`src/rtl/decode_pipe_reg.sv`:
```
// Decode-stage pipeline register: a main entry driving the outputs plus a skid entry,
// so IN_READY comes straight from a flop and never depends on OUT_READY.
module decode_pipe_reg #(
  parameter int ALU_W = 4,
  parameter int WAD_W = 3,
  parameter int CNT_W = 8
) (
  input  logic             CLK,
  input  logic             RST_N,
  input  logic             FLUSH,
  input  logic             IN_VALID,
  output logic             IN_READY,
  input  logic             AR_IN,
  input  logic             BR_IN,
  input  logic [ALU_W-1:0] ALU_IN,
  input  logic             input_IN,
  input  logic             wren_IN,
  input  logic [WAD_W-1:0] writeAd_IN,
  input  logic [WAD_W-1:0] ADR_MUX_IN,
  input  logic             write_IN,
  input  logic             PC_load_IN,
  output logic             OUT_VALID,
  input  logic             OUT_READY,
  output logic             AR_OUT,
  output logic             BR_OUT,
  output logic [ALU_W-1:0] ALU_OUT,
  output logic             input_OUT,
  output logic             wren_OUT,
  output logic [WAD_W-1:0] writeAd_OUT,
  output logic [WAD_W-1:0] ADR_MUX_OUT,
  output logic             write_OUT,
  output logic             PC_load_OUT,
  output logic [1:0]       OCCUPANCY,
  output logic [CNT_W-1:0] BUBBLE_CNT
);

  localparam int PW = 6 + ALU_W + 2 * WAD_W;

  function automatic logic [CNT_W-1:0] sat_inc(input logic [CNT_W-1:0] v);
    return (&v) ? v : v + CNT_W'(1);
  endfunction

  logic [PW-1:0] in_pay, m_pay, s_pay, m_pay_nxt, s_pay_nxt;
  logic          m_vld, s_vld, m_vld_nxt, s_vld_nxt;
  logic          in_rdy;
  logic          accept, drain;
  logic          m_wren, m_write, m_pc_load;

  assign in_pay = {AR_IN, BR_IN, ALU_IN, input_IN, wren_IN, writeAd_IN, ADR_MUX_IN,
                   write_IN, PC_load_IN};
  assign {AR_OUT, BR_OUT, ALU_OUT, input_OUT, m_wren, writeAd_OUT, ADR_MUX_OUT,
          m_write, m_pc_load} = m_pay;

  assign IN_READY  = in_rdy;
  assign OUT_VALID = m_vld;
  assign accept    = IN_VALID & in_rdy;
  assign drain     = m_vld & OUT_READY;

  // Side-effect strobes are gated so an empty slot can never write or branch.
  assign wren_OUT    = m_wren & m_vld;
  assign write_OUT   = m_write & m_vld;
  assign PC_load_OUT = m_pc_load & m_vld;

  always_comb begin
    m_vld_nxt = m_vld;
    s_vld_nxt = s_vld;
    m_pay_nxt = m_pay;
    s_pay_nxt = s_pay;
    if (FLUSH) begin
      m_vld_nxt = 1'b0;
      s_vld_nxt = 1'b0;
    end else if (!m_vld || drain) begin
      // The skid entry is older than anything on the input, so it goes first.
      if (s_vld) begin
        m_pay_nxt = s_pay;
        m_vld_nxt = 1'b1;
      end else if (accept) begin
        m_pay_nxt = in_pay;
        m_vld_nxt = 1'b1;
      end else begin
        m_vld_nxt = 1'b0;
      end
      s_vld_nxt = 1'b0;
    end else if (accept) begin
      s_pay_nxt = in_pay;
      s_vld_nxt = 1'b1;
    end
  end

  always_ff @(posedge CLK) begin
    if (!RST_N) begin
      m_vld      <= 1'b0;
      s_vld      <= 1'b0;
      m_pay      <= '0;
      s_pay      <= '0;
      in_rdy     <= 1'b1;
      OCCUPANCY  <= 2'd0;
      BUBBLE_CNT <= '0;
    end else begin
      m_vld     <= m_vld_nxt;
      s_vld     <= s_vld_nxt;
      m_pay     <= m_pay_nxt;
      s_pay     <= s_pay_nxt;
      in_rdy    <= ~s_vld_nxt;
      OCCUPANCY <= {1'b0, m_vld_nxt} + {1'b0, s_vld_nxt};
      if (OUT_READY && !m_vld)
        BUBBLE_CNT <= sat_inc(BUBBLE_CNT);
    end
  end

endmodule

```
`config.mk`:
```
export PLATFORM = sky130hd
export DESIGN_NAME = decode_pipe_reg
export DESIGN_NICKNAME = d
export VERILOG_FILES = /design/src/rtl/decode_pipe_reg.sv
export SDC_FILE = /design/constraint.sdc
export NUM_CORES = 1
export LEC_CHECK = 0
export BUFFER_PORTS_ARGS = -buffer_cell sky130_fd_sc_hd__buf_2
export CORE_MARGIN = 2
export CORE_UTILIZATION = 29
export DETAILED_ROUTE_END_ITERATION = 8
export PLACE_DENSITY = 0.5
export SYNTH_ARGS = -nofsm -noshare
export SYNTH_HDL_FRONTEND = slang
export SYNTH_SLANG_ARGS = --single-unit
```
`constraint.sdc`:
```
create_clock -name CLK -period 1.9 [get_ports CLK]
set_input_delay 0 -clock CLK [delete_from_list [all_inputs] [get_ports CLK]]
set_output_delay 0 -clock CLK [all_outputs]
set_load 0.02 [all_outputs]
```
==> results of run 1 <==
==> state kept, by name (all words and copies together), names as in the netlist <==
signal,count
m_pay,16
s_pay,16
BUBBLE_CNT,8
OCCUPANCY,2
IN_READY,1
OUT_VALID,1
s_vld,1
==> power by group <==
part	internal (mW)	total [mW]	switching, mW
Sequential	0.976	0.995	0.0194
Clock	0.329	0.652	0.323
Combinational	0.0981	0.220	0.122
Total	1.40	1.87	0.464
==> Yosys cell counts, drive strengths merged, types with 2 or more instances <==
cell | n | area [um^2]
and2 | 3 | 18.8
a21oi | 5 | 25.0
o21ai | 2 | 10.0
clkbuf | 3 | 11.3
buf | 17 | 125
nand3 | 3 | 15.0
mux2i | 33 | 330
dfxtp | 45 | 901
a31oi | 2 | 12.5
a211oi | 16 | 120
inv | 3 | 11.3
and3 | 2 | 12.5
nand2 | 5 | 18.8
nor3 | 5 | 36.3
nor3b | 2 | 20.0
nor2 | 34 | 128
a311oi | 2 | 17.5
nand2b | 3 | 18.8
==> logic make-up after synthesis <==
logic type,Yosys count,share of synthesized area [%]
and+or+nand+nor,63,16.1
AOI/OAI and AO/OA,29,10.4
xor gates and xnor gates,2,0.913
DFF,45,47.0
buffers and inverters,23,7.70
adders and majority gates,1,0.652
muxes,33,17.2
==> through the flow <==
| step | utilization [%] | area, um^2 | total power, mW | instances |
|---|---|---|---|---|
| detailed placement | 33.8 | 2160 | 1.22 | 304 |
| floorplan | - | 1920 | 1.16 | 196 |
| CTS | 37.9 | 2420 | 1.90 | 328 |
| finish | 37.9 | 2420 | 1.87 | 328 |
| global placement | 33.8 | 2160 | 1.21 | 304 |
| global route | 37.9 | 2420 | 1.96 | 328 |
==> metal layers <==
layer	GRT usage, %	vias up
met5	0	-
met1	14.0	677
met2	18.0	32
met4	4.76	0
li1	-	784
met3	2.82	5
==> tightest hold or removal path, cell delays in order <==
cell	delay (ps)
buf_2	150
o21ai_0	80
a31oi_1	40
==> worst paths after layout <==
check / cells past startpoint / startpoint / to / slack, ps
setup reg to reg: 5 / OUT_VALID / s_pay[10] / 310
hold reg to reg: 2 / m_pay[4] / m_pay[4] / 500
setup / recovery: 5 / OUT_VALID / s_pay[10] / 310
hold / removal: 3 / RST_N / BUBBLE_CNT[5] / 20
==> layout make-up <==
cell class / instances / area [um^2] / area share [%]
Multi-Input combinational cell: 128 / 876 / 36.2
Tap cell: 77 / 96.3 / 3.98
Sequential cell: 45 / 901 / 37.2
Clock inverter: 1 / 5.00 / 0.207
Timing Repair Buffer: 67 / 435 / 18.0
Inverter: 3 / 11.3 / 0.465
Clock buffer: 7 / 96.3 / 3.98
==> repair_timing <==
item                      4_1_cts  5_1_grt
gates resized for setup         0        0
hold buffers                   16        0
hold endpoints to repair       16        0
setup buffers                   0        0
==> key figures, run 1 <==
Routing
  – Post-DR vias/cell: 4.57
  – Max layer used: met4
  – Wire per inst: approximately 12 um
  – 1st-iter DRT viols: 50
  – DRC: 0
  – Antenna-violating nets left: 0
  – TritonRoute pass-1 iters: 4
  – DR WL met2: about 1.8 mm
  – Metal3 WL: roughly 180 um
  – Routed WL: 3.91 mm
  – M1 WL: between 1.5 and 2 mm
  – Vias: approximately 1500

Worst setup path
  – Data arrival, critical path: between 1500 and 2000 ps
  – Crit-path slowest cell: dfxtp_1
  – Startpoint Class: register
  – Cells along the critical path: nand2b_1 -> nor3_4 -> buf_4 -> mux2i_1 -> nor2_1
  – Crit path buf inv count: 1
  – Req. time, crit path: 2060 ps
  – Critical path type: reg2reg
  – Max incr delay on CP: 470 ps
  – Critical path's top delay family: flip-flops
  – Crit-path max FO: 16
  – CP Capture Type: register

STA
  – Fin worst setup slack: 314 ps
  – Unrepaired setup endpoints after global routing: false
  – Worst Skew: 4.87 ps
  – Setup Viol. Count Final: 0
  – Period utilization: 83.5%
  – Minimum clock period: about 1600 ps
  – Slew HR: 55.5%
  – Worst-margin pin slew: roughly 670 ps
  – Hold Vio Cnt, Final: 0
  – Slew Viols, Final: 0
  – Hold_ws: between 20 and 25 ps
  – Highest Clock Rate: between 600 and 700 MHz
  – Total Negative Setup Slacks: 0 ps

CTS
  – Clk sink count: 45
  – Worst skew pair latency: 290 ps
  – CTS clk-pin slew, worst paths: approximately 80 ps
  – CTS tree: done
  – Cts bufs inserted: 5
  – Clk root buf: clkbuf_8
  – # H-tree levels: 2
  – Clk buf depth: 2

Finish
  – Nets: between 200 and 300
  – Fill cells: 654
  – Layout cells sized above 1: 24.7%
  – Most common cell after layout, fill and taps aside: buf_2
  – P&R area growth vs syn: 26.2%
  – Most frequent cells in the layout: 48 x buf_2, 45 x dfxtp_1, 34 x nor2_1
  – Antenna Cells: 0

Floorplanning
  – Num rows: 29
  – DIE AREA: roughly 7300 um^2
  – Die span in x: 85.3 um
  – Die height: around 85 um
  – Area of the core: about 6400 um^2
  – IO Pins: 49
  – Initial Util: 30.0%

GRT
  – Vias in the first global route: 1343
  – Gr usage total: 11.1%
  – Largest net degree at the start of global routing: 38
  – Antenna violations before repair: 0
  – First-pass GRT wire length: 6.37 mm
  – Grt total ovfl: 0

Synth
  – Syn_area_per_cell: 9.79 um^2
  – Synthesized Nets: between 200 and 250
  – Main flop type after synthesis: dfxtp_1
  – Number of synthesized flops with an enable pin: 0
  – Synth warnings: 0
  – Post-Synthesis Cells: about 200
  – Post-Syn Area: 1920 um^2
  – Fraction of registers with async set/reset: 0%
  – Seq cells post-synth: 45
  – Count of cell types in the netlist: 34
  – Seq/Total Area, Yosys: between 40% and 50%

Place
  – Placer Congestion: 0.767
  – Hpwl dp: 2.63 mm
  – I/O Buffers: 48
  – Pre-CTS setup slack: 303 ps

Hold path
  – Hold crit path type: in2reg

Run
  – # Max-Cap Violations: 0

Power and ir drop
  – Lkg Pwr: around 0.95 nW
  – Pwr/cell area: 771 nW/um^2
  – Worst vdd ir: about 270 uV

Outcome
  – Status: finished, final reports clean
Power figures use the tool's default switching activity.
==> run 2: changes to the inputs <==
- PLACE_DENSITY: 0.5 -> 0.52
- clock period: 1.9 -> 1.3 ns (I/O delays scaled with it)
==> run 2 against run 1 <==
Sequential power is 46% higher. Register-to-register slack worse by 320 ps. Sequential share of layout area fell by 3.2 points. Count of clock-buffer cells in the layout fell by 2. Clock power up 31%. Non-clock buffer count increased by 16. Wire length increased by 14%. Critical path type unchanged. Cell area increased by 12%. Cell count up 4.9%. The flow now finishes with violations (setup timing). Die area did not move.
==> key figures, run 2 (synthesis results as in run 1) <==
CTS
  – Worst skew pair latency: roughly 290 ps
  – Clk buf depth: 2
  – CTS tree: done
  – Clk sink count: 45
  – # H-tree levels: 2
  – CTS clk-pin slew, worst paths: about 80 ps
  – Clk root buf: clkbuf_8
  – Cts bufs inserted: 5

Power and ir drop
  – Clk pwr share: 31.5%
  – Worst vdd ir: 473 uV
  – Sw power: 714 uW
  – Switching portion of total power: 26.4%
  – Comb power frac: 14.6%
  – P_int: 1.99 mW
  – Lkg Pwr: 1.08 nW
  – Flop pwr share: 53.8%
  – Pwr/cell area: 998 nW/um^2

STA
  – Period utilization: 100%
  – Slew HR: around three quarters
  – Highest Clock Rate: 768 MHz
  – Worst Skew: roughly 2.2 ps
  – Worst-margin pin slew: between 300 and 400 ps
  – Setup Viol. Count Final: 1
  – Minimum clock period: 1300 ps
  – Slew Viols, Final: 0
  – Unrepaired setup endpoints after global routing: true
  – Fin worst setup slack: -1.42 ps
  – Hold Vio Cnt, Final: 0

Place
  – Post-DP Area: 2310 um^2
  – DP Cell Count: 316
  – Pre-CTS setup slack: -44.4 ps
  – Placer Congestion: 0.805
  – Hpwl dp: 2.85 mm
  – I/O Buffers: 48

Floorplanning
  – Die height: roughly 85 um
  – Num rows: 29
  – DIE AREA: 7280 um^2
  – Area of the core: 6390 um^2
  – Initial Util: 30.0%
  – IO Pins: 49
  – Die span in x: 85.3 um

Hold path
  – Hold wc startpoint: RST_N
  – Hold Path Cell Cnt: 3
  – Hold crit path type: in2reg

Outcome
  – Status: finished, violations left
  – Violated checks: setup timing

Routing
  – TritonRoute pass-1 iters: 4
  – Post-DR vias/cell: 4.70
  – Antenna-violating nets left: 0
  – Wire per inst: 13.0 um
  – 1st-iter DRT viols: 48
  – DRC: 0
  – Vias: about 1600
  – Routed WL: ~4.5 mm

Finish
  – Leading registers by flop count: m_pay: 16 flops, s_pay: 16 flops, BUBBLE_CNT: 8 flops
  – Final instance area: between 2000 and 3000 um^2
  – P&R area growth vs syn: 41.1%
  – Most common cell after layout, fill and taps aside: buf_2
  – Antenna Cells: 0
  – Most frequent cells in the layout: 48 x buf_2, 35 x dfxtp_1, 34 x nor2_1
  – Nets: roughly 290
  – Layout cells sized above 1: 38.6%
  – Final core occ: 42.4%
  – Fill cells: about 660
  – Final Non-Filler Cells: between 300 and 400

Worst setup path
  – Critical path's top delay family: simple AND/OR/NAND/NOR gates
  – CP Capture Type: register
  – Critical Path Stages: 5
  – Crit path buf inv count: 0
  – Crit-path max FO: 4
  – Data arrival, critical path: 1530 ps
  – Reg-to-Reg Start: BUBBLE_CNT[1]
  – Cells along the critical path: ha_4 -> nand2_4 -> or3_4 -> nor4b_1 -> mux2i_1
  – Max incr delay on CP: approximately 360 ps
  – Req. time, crit path: 1530 ps
  – Critical path type: reg2reg
  – Setup crit start: BUBBLE_CNT[1]
  – Startpoint Class: register
  – R2R cell count: 5
  – Crit-path slowest cell: dfxtp_4

GRT
  – Met3 Use GR: 3.31%
  – First-pass GRT wire length: around 7 mm
  – Largest net degree at the start of global routing: 21
  – Vias in the first global route: 1455
  – Gr busiest metal: met2
  – Grt total ovfl: 0
  – Antenna violations before repair: 0
  – GRT met2 Usage: a little under a fifth
  – Gr usage total: 12.3%
  – Routing usage on met1: 17.2%

Run
  – # Max-Cap Violations: 0
-- run 2: changes by cell type in the layout (fill, tap and decap cells not counted), moves of 3 or more --
cell      previous run  this run
dfxtp_4              0         3
dfxtp_2              0         7
dfxtp_1             45        35
buf_4                2        14
a211oi_2             0         3
a211oi_1            16        13
nand2_1              5         2
-- run 2: timing repair --
action	CTS	global route
hold buffers	16	0
setup endpoints to repair	25	39
hold endpoints to repair	16	0
gates cloned	1	1
pin swaps	1	6
setup buffers	2	0
resized for setup	2	15
-- run 2: power groups by stage --
stage / combinational, mW / clock (mW) / sequential [mW]
after floorplan: 0.195 / 0 / 1.51
after global placement: 0.324 / 0 / 1.49
after detailed placement: 0.324 / 0 / 1.49
after CTS: 0.385 / 0.896 / 1.45
after global routing: 0.433 / 0.959 / 1.46
final: 0.396 / 0.851 / 1.45
-- run 2: area by class of cell --
| type | instances | area [um^2] | share of cell area [%] |
|---|---|---|---|
| repair buffers | 83 | 618 | 22.8 |
| flip-flops and latches | 45 | 921 | 34.0 |
| multi-input cells | 128 | 975 | 36.0 |
| inverters | 3 | 11.3 | 0.416 |
| clock buffers | 5 | 68.8 | 2.54 |
| well taps | 77 | 96.3 | 3.56 |
| clock inverters | 3 | 16.3 | 0.601 |
-- run 2: path summary, 6_finish.rpt --
| check | to | slack, ps |
|---|---|---|
| worst max-delay path | BUBBLE_CNT[3] | -1 |
| worst min-delay path | BUBBLE_CNT[5] | 10 |
| worst max register to register | BUBBLE_CNT[3] | -1 |
| worst min register to register | m_pay[8] | 500 |
-- run 2: per-stage QoR --
step | setup TNS (ps) | total power [mW] | hold WS [ps]
after CTS | -407 | 2.74 | 12.3
final | -1.42 | 2.70 | 10.2
after floorplan | -3010 | 1.70 | 131
after global routing | -561 | 2.85 | 17.2
after detailed placement | -144 | 1.81 | 263
after global placement | -19.2 | 1.81 | 254
-- run 2: routing by layer --
layer,routed length (um),vias up
met3,178,2
met5,0,-
met1,2190,760
li1,-,822
met4,34,0
met2,2060,33
-- run 2: worst register-to-register path, stage by stage, from the launching register on --
cell and delay, ps:
dfxtp_4 360, ha_4 170, nand2_4 90, or3_4 120, nor4b_1 280, mux2i_1 210
